File: src/rtl/johnson_pkg.sv
// Shared constants and reference next-state function for the Johnson counter.
package johnson_pkg;

    localparam int JOHNSON_WIDTH_DEFAULT = 4;
    localparam int JOHNSON_MAX_WIDTH     = 32;
    localparam int PERIOD                = 2 * JOHNSON_WIDTH_DEFAULT;

    // Twisted-ring step: stage 0 takes the inverted last stage, all others shift up.
    function automatic logic [JOHNSON_MAX_WIDTH-1:0] johnson_next(
        input logic [JOHNSON_MAX_WIDTH-1:0] q,
        input int                           width = JOHNSON_WIDTH_DEFAULT
    );
        logic [JOHNSON_MAX_WIDTH-1:0] n;
        n    = '0;
        n[0] = ~q[width-1];
        for (int i = 1; i < JOHNSON_MAX_WIDTH; i++) begin
            if (i < width) begin
                n[i] = q[i-1];
            end
        end
        return n;
    endfunction

endpackage

File: src/rtl/johnson_dff_pr.sv
// Single D flip-flop with synchronous active-low reset and preset; reset has priority.
module dff_pr
    import johnson_pkg::*;
(
    input  logic clk,
    input  logic rst_n,
    input  logic pre_n,
    input  logic d,
    output logic q,
    output logic qb
);

    logic state_q;
    logic state_d;

    always_comb begin
        state_d = d;
        if (!rst_n) begin
            state_d = 1'b0;
        end else if (!pre_n) begin
            state_d = 1'b1;
        end
    end

    always_ff @(posedge clk) begin
        state_q <= state_d;
    end

    // Complement taken from the register so it cannot glitch.
    assign q  = state_q;
    assign qb = ~state_q;

endmodule

File: src/rtl/johnson_dff.sv
// WIDTH-stage Johnson counter built from per-stage reset/preset flip-flops.
module johnson_dff
    import johnson_pkg::*;
#(
    parameter int WIDTH = JOHNSON_WIDTH_DEFAULT
) (
    input  logic             clk,
    input  logic [WIDTH-1:0] rst,
    input  logic [WIDTH-1:0] preset,
    input  logic             d,
    output logic [WIDTH-1:0] q,
    output logic [WIDTH-1:0] qb
);

    logic [WIDTH-1:0] ringD;
    logic             unusedSerial;

    // d is a reserved interface pin and deliberately never reaches the ring.
    assign unusedSerial = d;
    assign ringD        = {q[WIDTH-2:0], ~q[WIDTH-1]};

    for (genvar i = 0; i < WIDTH; i++) begin : gStage
        dff_pr uStage (
            .clk   (clk),
            .rst_n (rst[i]),
            .pre_n (preset[i]),
            .d     (ringD[i]),
            .q     (q[i]),
            .qb    (qb[i])
        );
    end

`ifndef SYNTHESIS
    logic                         seenReset_q;
    logic                         checkArmed_q;
    logic                         prevRun_q;
    logic [WIDTH-1:0]             prevQ_q;
    logic [JOHNSON_MAX_WIDTH-1:0] expectNext;

    always_ff @(posedge clk) begin
        if (rst == '0) begin
            seenReset_q <= 1'b1;
        end
        checkArmed_q <= seenReset_q;
        prevRun_q    <= (&rst) && (&preset);
        prevQ_q      <= q;
    end

    assign expectNext = johnson_next(JOHNSON_MAX_WIDTH'(prevQ_q), WIDTH);

    // Checks only start once every stage has been forced to a known value.
    always_ff @(posedge clk) begin
        if (seenReset_q) begin
            assert (qb == ~q)
                else $error("qb is not the complement of q");
        end
        if (checkArmed_q && prevRun_q) begin
            assert (q == expectNext[WIDTH-1:0])
                else $error("ring step does not match johnson_next");
        end
    end
`endif

endmodule

File: config.mk
export PLATFORM = sky130hd
export DESIGN_NAME = johnson_dff
export DESIGN_NICKNAME = d
export VERILOG_FILES = /design/src/rtl/johnson_pkg.sv /design/src/rtl/johnson_dff_pr.sv /design/src/rtl/johnson_dff.sv
export SDC_FILE = /design/constraint.sdc
export NUM_CORES = 1
export LEC_CHECK = 0
export CORE_AREA = 5 5 42 44
export DETAILED_ROUTE_END_ITERATION = 16
export DIE_AREA = 0 0 47 49
export PLACE_DENSITY = 0.49
export REMOVE_ABC_BUFFERS = 1
export SETUP_SLACK_MARGIN = 0.1
export SLEW_MARGIN = 10
export SYNTH_ARGS = -nofsm -noshare
export SYNTH_HDL_FRONTEND = slang
export SYNTH_SLANG_ARGS = --single-unit
File: constraint.sdc
create_clock -name clk -period 0.9 [get_ports clk]
set_clock_uncertainty 0.2 [all_clocks]
set_input_delay 0.18 -clock clk [delete_from_list [all_inputs] [get_ports clk]]
set_output_delay 0.18 -clock clk [all_outputs]
set_load 0.05 [all_outputs]
Word level (Yosys, flattened, before mapping)
Index checks and enable logic that the tools add are counted.
Word-level totals
  RAM bits: 0
  output and inout port bits: 8
  memories: 0
  register bits: 4
  logic and storage cells: 12
  latch bits: 0
  input bits: 10
  bits in read-only memories: 0
Cells by class
  magnitude comparators: 0
  reductions and logical operators: 0
  shifts and indexed selects: 0
  muxes and demuxes: 4
  bitwise gates (word level): 4
  multipliers: 0
  equal/unequal tests: 0
  divide/modulo/power cells: 0
  $add $sub $neg: 0
Operators with widths (number)
  $mux W1: 4
  $not A1 Y1: 4

Longest topological paths before layout
Gate-level depths: netlist of the first run.
  depth after elaboration: 2
  depth in mapped cells: 2
  depth with buffers taken out: 2

Cells and area by module
Synthesis of the first run repeated with hierarchy kept, for this count alone.
Second synthesis, totals
  cells, all modules: 20
  area total of the unflattened synthesis: 166.4 µm²
By module, submodules not included
  dff_pr: area an instance 35.0 µm², times used 4, cells an instance 4, seq. area each 20.0 µm²
  johnson_dff: area an instance 26.3 µm², times used 1, cells an instance 4, seq. area each 0.0 µm²

Worst setup path before layout of the first run
Ideal clock, no wire load.
  kind: flip-flop to output port
  from: register gStage[3].uStage.state_q
  to: output qb[3]
  cell stages (with the launch flop): 3
  data required time: 0.520 ns
  slack: -0.032 ns
  buffers on the path: 1
  arrival: 0.552 ns
  path through: dfxtp_1 > inv_1 > buf_4
Between the ends
  longest elaborated chain between the ends: 1
RTL lines
  start, declared: line johnson_dff_pr.sv:13  | logic state_q;
  start signal, assigned: line johnson_dff_pr.sv:26  | state_q <= state_d;
  $not A1 Y1
  end, declared: line johnson_dff.sv:12  | output logic [WIDTH-1:0] qb
No other way between the ends.

Final worst setup path of the first run
  from: register gStage[3].uStage.state_q
  to: output q[3]
RTL lines
  end, declared: line johnson_dff.sv:11  | output logic [WIDTH-1:0] q,
No word-level cell between the ends.

==> run_results.csv, run 1 <==
group,metric,value,unit
timing,worst_pin_slew,0.09139,ns
power,vdd_ir_drop_max,526.6,µV
yosys,synth_area_leader_cell,"dfxtp_1",
global_route,top_usage_layer,"met2",
worst_setup_path,cp_slowest_cell,"dfxtp_2",
layout,nets,49,
yosys,synth_area_per_cell,10.01,µm²
power,p_leak,0.2193,nW
yosys,synth_most_common_cell,"buf_4",
timing,maxSlewHeadroom,93.87,%
yosys,ys_ff_latch,4,
placement,pre_cts_slack,-0.1456,ns
clock_tree,cts_tree,"yes",
global_route,grt_pass1_wl,841,µm
timing,setup_ws,-0.2832,ns
global_route,grt_usage,5.559,%
yosys,synthCells,20,
yosys,syn-cell-area,200.2,µm²
timing,rsz0062_at_grt,"true",
drt,drt-wirelength-per-cell,10.04,µm
worst_setup_path,ff2ff_path_depth,3,
timing,finalSetupTns,-2.001,ns
yosys,synth_cell_types,5,
worst_setup_path,cp-startpoint,"gStage[3].uStage.q",
worst_setup_path,cp.arrival,0.80,ns
yosys,yosys_warnings,0,
global_route,grt_use_met3,4.059,%
clock_tree,cts_buffers,3,
yosys,ys.flop_type,"dfxtp_1",
timing,setup_viol,9,
clock_tree,clk_path_buf_depth,2,
worst_hold_path,min_to,"gStage[2].uStage.q",
die,ios,18,
clock_tree,cts_sinks,4,
clock_tree,clk_pin_slew,0.04,ns
clock_tree,postCtsHoldBufs,0,
die,dieWidth,47,µm
yosys,synth_commonest_cells,"8 x buf_4, 4 x a21boi_2, 4 x dfxtp_1, 3 x inv_2, 1 x inv_1",
timing,min_period,1.183,ns
worst_hold_path,holdCritStartpoint,"preset[2]",
die,core_area,1401,µm²
global_route,met2_usage,7.014,%
flow_run,cap_viol_max_count,0,
placement,port_buffers,16,
die,die_h,49,µm
placement,placed_cells,49,
worst_setup_path,crit_chain,"buf_6 > buf_12",
worst_setup_path,rrSetupSlack,-0.05,ns
clock_tree,clkLatencyLatePin,0.23,ns
layout,fin_cells,53,
global_route,use_met1,6.140,%
yosys,async_reset_ff_share,0,%
worst_setup_path,rr_endpoint,"gStage[0].uStage.q",
timing,finalHoldViolCount,0,
timing,drv_slew,0,
power,p_per_area,1431,nW/µm²
die,start_util,14.29,%
worst_setup_path,worstPathRequired,0.52,ns
worst_setup_path,r2r-start,"gStage[3].uStage.q",
global_route,overflow,0,
worst_hold_path,hold_depth,2,
global_route,antenna_found_initial,0,
drt,via_per_inst,3.283,
drt,via_count,174,
run_status,violations,"setup timing",
yosys,synth_seq_area_share,40.00,%
worst_setup_path,crit_family,"flip-flops",
timing,fmaxAchievable,845.2,MHz
clock_tree,h-tree-depth,1,
worst_setup_path,crit_buf_inv,2,
yosys,yosys.area.top_type_share,40.00,%
run_status,outcome,"finished, violations left",
drt,drtIter0Drc,1,
layout,drive_above_1_share,75.68,%
worst_hold_path,hp-class,"in -> reg",
yosys,synth_area_leaders,"dfxtp_1 40%, buf_4 30%, a21boi_2 22%",
placement,place_congestion,0.7381,
worst_setup_path,worstSetupPathDepth,2,
global_route,grt_pass1_vias,216,
worst_setup_path,cp_max_fo,3,
layout,largest_reg_flops,4,
drt,finalWirelength,532,µm
placement,dp_hpwl,473,µm
global_route,grt_max_degree,4,
timing,final.period_utilization,131.5,%
layout,area_delta_synth_final,153.1,%
worst_setup_path,slowest_delay,0.32,ns
clock_tree,root_buffer,"clkbuf_4",
die,die_area,2303,µm²
worst_setup_path,critPathLaunchType,"flip-flop",
yosys,synth_edf_count,0,
layout,diodes,0,
drt,drcViolationCount,0,
worst_setup_path,cp-end-kind,"primary output",
drt,final_antenna_net_count,0,
layout,nFillCells,142,
power,power,0.7253,mW
die,rows,14,
worst_setup_path,crit_type,"reg -> out",
drt,firstDrtPassIters,2,
cell usage in the layout (no fill, tap or decap), drive strengths merged:
cell type / synthesis / layout
inv: 4 / 4
clkbuf: 0 / 3
buf: 8 / 14
clkdlybuf4s50: 0 / 8
a21boi: 4 / 4
dfxtp: 4 / 4
final cells by class:
cell class                 instances  area, µm²  area share, %
timing repair buffer              22      304.0          60.00
sequential                         4      92.59          18.27
multi-input combinational          4      45.04          8.889
clock buffer                       3      22.52          4.444
inverter                           4      22.52          4.444
tap                               16      20.02          3.951
timing repair:
action | in CTS | in global routing
buffers inserted | 4 | 2
pin swaps | 3 | 4
setup endpoints to repair | 12 | 12
resized for setup | 13 | 4
kinds of logic (layout without fill, tap and decap cells):
kind of cell	Yosys count	count (layout)	synth area share, %
buf+inv	12	29	37.50
compound gates	4	4	22.50
flops	4	4	40.00
routing by layer:
metal	share of wire, %	wire length (µm)
met5	0	0
met4	0	0
met3	19	102
met2	40	212
met1	41	217
stage by stage:
step | utilization (%) | hold slack [ns] | area (µm²)
finish | 36.16 | 0.3112 | 506.7
global route | 36.16 | 0.3048 | 506.7
CTS | 35.80 | 0.2913 | 501.7
detailed placement | 31.25 | 0.3497 | 437.9
global placement | 31.25 | 0.3412 | 437.9
floorplan | - | 0.06401 | 140.1
worst max path at each step:
stage,to,slack [ns]
final,q[3],-0.28
after global routing,q[3],-0.30
after CTS,q[3],-0.29
after detailed placement,gStage[0].uStage.q,-0.15
after global placement,gStage[0].uStage.q,-0.13
after floorplan,qb[3],-0.48
power by group:
group / total [mW] / switching [mW] / internal, mW
Sequential: 0.209 / 0.0185 / 0.190
Clock: 0.217 / 0.0682 / 0.149
Combinational: 0.299 / 0.131 / 0.168
No activity file was read; power rests on OpenSTA's default activity.
==> run 2: changes to the inputs <==
- clock period: 0.9 -> 1.4 ns (I/O delays scaled with it)
==> run_results.csv, run 2 (synthesized netlist as in run 1, its figures left out) <==
group,metric,value,unit
timing,fmaxAchievable,788.5,MHz
worst_hold_path,min_to,"gStage[0].uStage.q",
worst_hold_path,hp-class,"reg -> reg",
layout,drive_above_1_share,75.00,%
die,die_area,2303,µm²
run_status,outcome,"complete, no violations",
global_route,grt_pass1_wl,917,µm
drt,drtIter0Drc,1,
placement,port_buffers,16,
die,start_util,14.29,%
worst_setup_path,cp_max_fo,2,
layout,final_core_utilization,31.96,%
worst_setup_path,critPathLaunchType,"flip-flop",
timing,drv_slew,0,
power,switching_share,31.11,%
placement,placed_cells,44,
clock_tree,clkLatencyLatePin,0.23,ns
die,die_h,49,µm
worst_setup_path,rr_endpoint,"gStage[3].uStage.q",
timing,final.period_utilization,90.58,%
power,vdd_ir_drop_max,363.5,µV
timing,finalHoldViolCount,0,
power,p_int,0.3087,mW
global_route,met2_usage,8.145,%
worst_hold_path,holdCritStartpoint,"gStage[3].uStage.q",
power,clockPowerShare,32.1,%
layout,largest_reg_flops,4,
layout,nFillCells,142,
power,seq_power_share,30.0,%
global_route,top_usage_layer,"met2",
placement,place_area,400.4,µm²
timing,setup_viol,0,
layout,nets,44,
global_route,grt_usage,5.977,%
clock_tree,cts_buffers,3,
clock_tree,postCtsHoldBufs,0,
worst_setup_path,cp-end-kind,"primary output",
power,p_sw,0.1394,mW
global_route,grt_max_degree,4,
drt,via_per_inst,3.521,
timing,worst_pin_slew,0.08261,ns
clock_tree,h-tree-depth,1,
worst_setup_path,crit_type,"reg -> out",
clock_tree,clk_path_buf_depth,2,
layout,fin_cells,48,
worst_setup_path,cp.arrival,0.79,ns
timing,min_period,1.268,ns
layout,layout_common_cells,"8 x clkdlybuf4s50_1, 8 x buf_12, 4 x a21boi_2, 3 x clkbuf_4, 3 x dfxtp_4",
flow_run,cap_viol_max_count,0,
global_route,antenna_found_initial,0,
global_route,overflow,0,
worst_setup_path,worstPathRequired,0.92,ns
die,rows,14,
layout,multi_input_area,45.04,µm²
timing,finalSetupTns,0,ns
global_route,grt_use_met3,3.690,%
global_route,grt_pass1_vias,207,
die,ios,18,
drt,via_count,169,
layout,diodes,0,
power,p_per_area,1000,nW/µm²
drt,final_antenna_net_count,0,
timing,rsz0062_at_grt,"true",
drt,drt-wirelength-per-cell,11.13,µm
drt,firstDrtPassIters,2,
clock_tree,root_buffer,"clkbuf_4",
layout,final_cell_area,447.9,µm²
clock_tree,cts_sinks,4,
worst_setup_path,ff2ff_path_depth,3,
die,dieWidth,47,µm
placement,dp_hpwl,501.1,µm
layout,area_delta_synth_final,123.8,%
drt,drcViolationCount,0,
placement,place_congestion,0.6619,
die,core_area,1401,µm²
clock_tree,cts_tree,"yes",
worst_hold_path,hold_depth,1,
clock_tree,clk_pin_slew,0.04,ns
worst_setup_path,rrSetupSlack,0.49,ns
global_route,use_met1,5.252,%
worst_setup_path,r2r-start,"gStage[2].uStage.q",
drt,finalWirelength,534,µm
timing,maxSlewHeadroom,94.46,%
power,combPwrFrac,37.8,%
power,p_leak,0.1876,nW
layout,regArea,92.59,µm²
[run 2: cell count changes in the layout (fill, tap and decap cells not counted)]
cell / delta
inv_4: -1
buf_6: -5
inv_2: +2
inv_1: -1
[run 2: worst max-delay path, cell delays in order (launching register included)]
cell and delay, ns:
dfxtp_2 0.35, inv_2 0.06, buf_12 0.14
[run 2: worst max path at each step]
stage               slack (ns)                from                  to  cells past startpoint
floorplan                -0.08  gStage[3].uStage.q               qb[3]                      1
global placement          0.27  gStage[3].uStage.q               qb[3]                      2
detailed placement        0.24              rst[2]  gStage[2].uStage.q                      2
CTS                       0.07  gStage[3].uStage.q               qb[3]                      2
global route              0.09  gStage[3].uStage.q               qb[3]                      2
finish                    0.13  gStage[2].uStage.q               qb[2]                      2
[run 2: power groups by stage]
| stage | Sequential, mW | Clock, mW | Combinational (mW) |
|---|---|---|---|
| 2_1_floorplan | 0.159 | 0 | 0.0417 |
| 3_5_place_dp | 0.136 | 0 | 0.168 |
| 6_report | 0.135 | 0.144 | 0.170 |
| 5_1_grt | 0.137 | 0.164 | 0.176 |
| 3_3_place_gp | 0.135 | 0 | 0.164 |
| 4_1_cts | 0.136 | 0.150 | 0.168 |
[run 2: layout make-up]
class,count,area share [%]
Sequential cell,4,20.67
Multi-Input combinational cell,4,10.06
Timing Repair Buffer,17,55.31
Inverter,4,4.469
Tap cell,16,4.469
Clock buffer,3,5.028
[run 2: metrics by stage]
step	hold WS [ns]	setup slack, ns	power [mW]
2_1_floorplan	0.1640	-0.07969	0.2004
3_3_place_gp	0.2953	0.2652	0.2998
3_5_place_dp	0.3274	0.2353	0.3033
4_1_cts	0.2836	0.07301	0.4541
5_1_grt	0.2782	0.09137	0.4767
6_report	0.2612	0.1318	0.4481
[run 2: timing repair]
item | in CTS | in global routing
endpoints found under the hold margin | 0 | 0
gates resized for setup | 4 | 6
setup endpoints to repair | 5 | 4
setup buffers | 0 | 1
[run 2: per-layer routing]
metal | routed length, µm | part of all wire (%) | vias to the layer above
met5 | 0 | 0 | -
met4 | 19 | 3.6 | 0
met3 | 95 | 18 | 2
met2 | 225 | 42 | 19
met1 | 195 | 37 | 71
li1 | - | - | 77
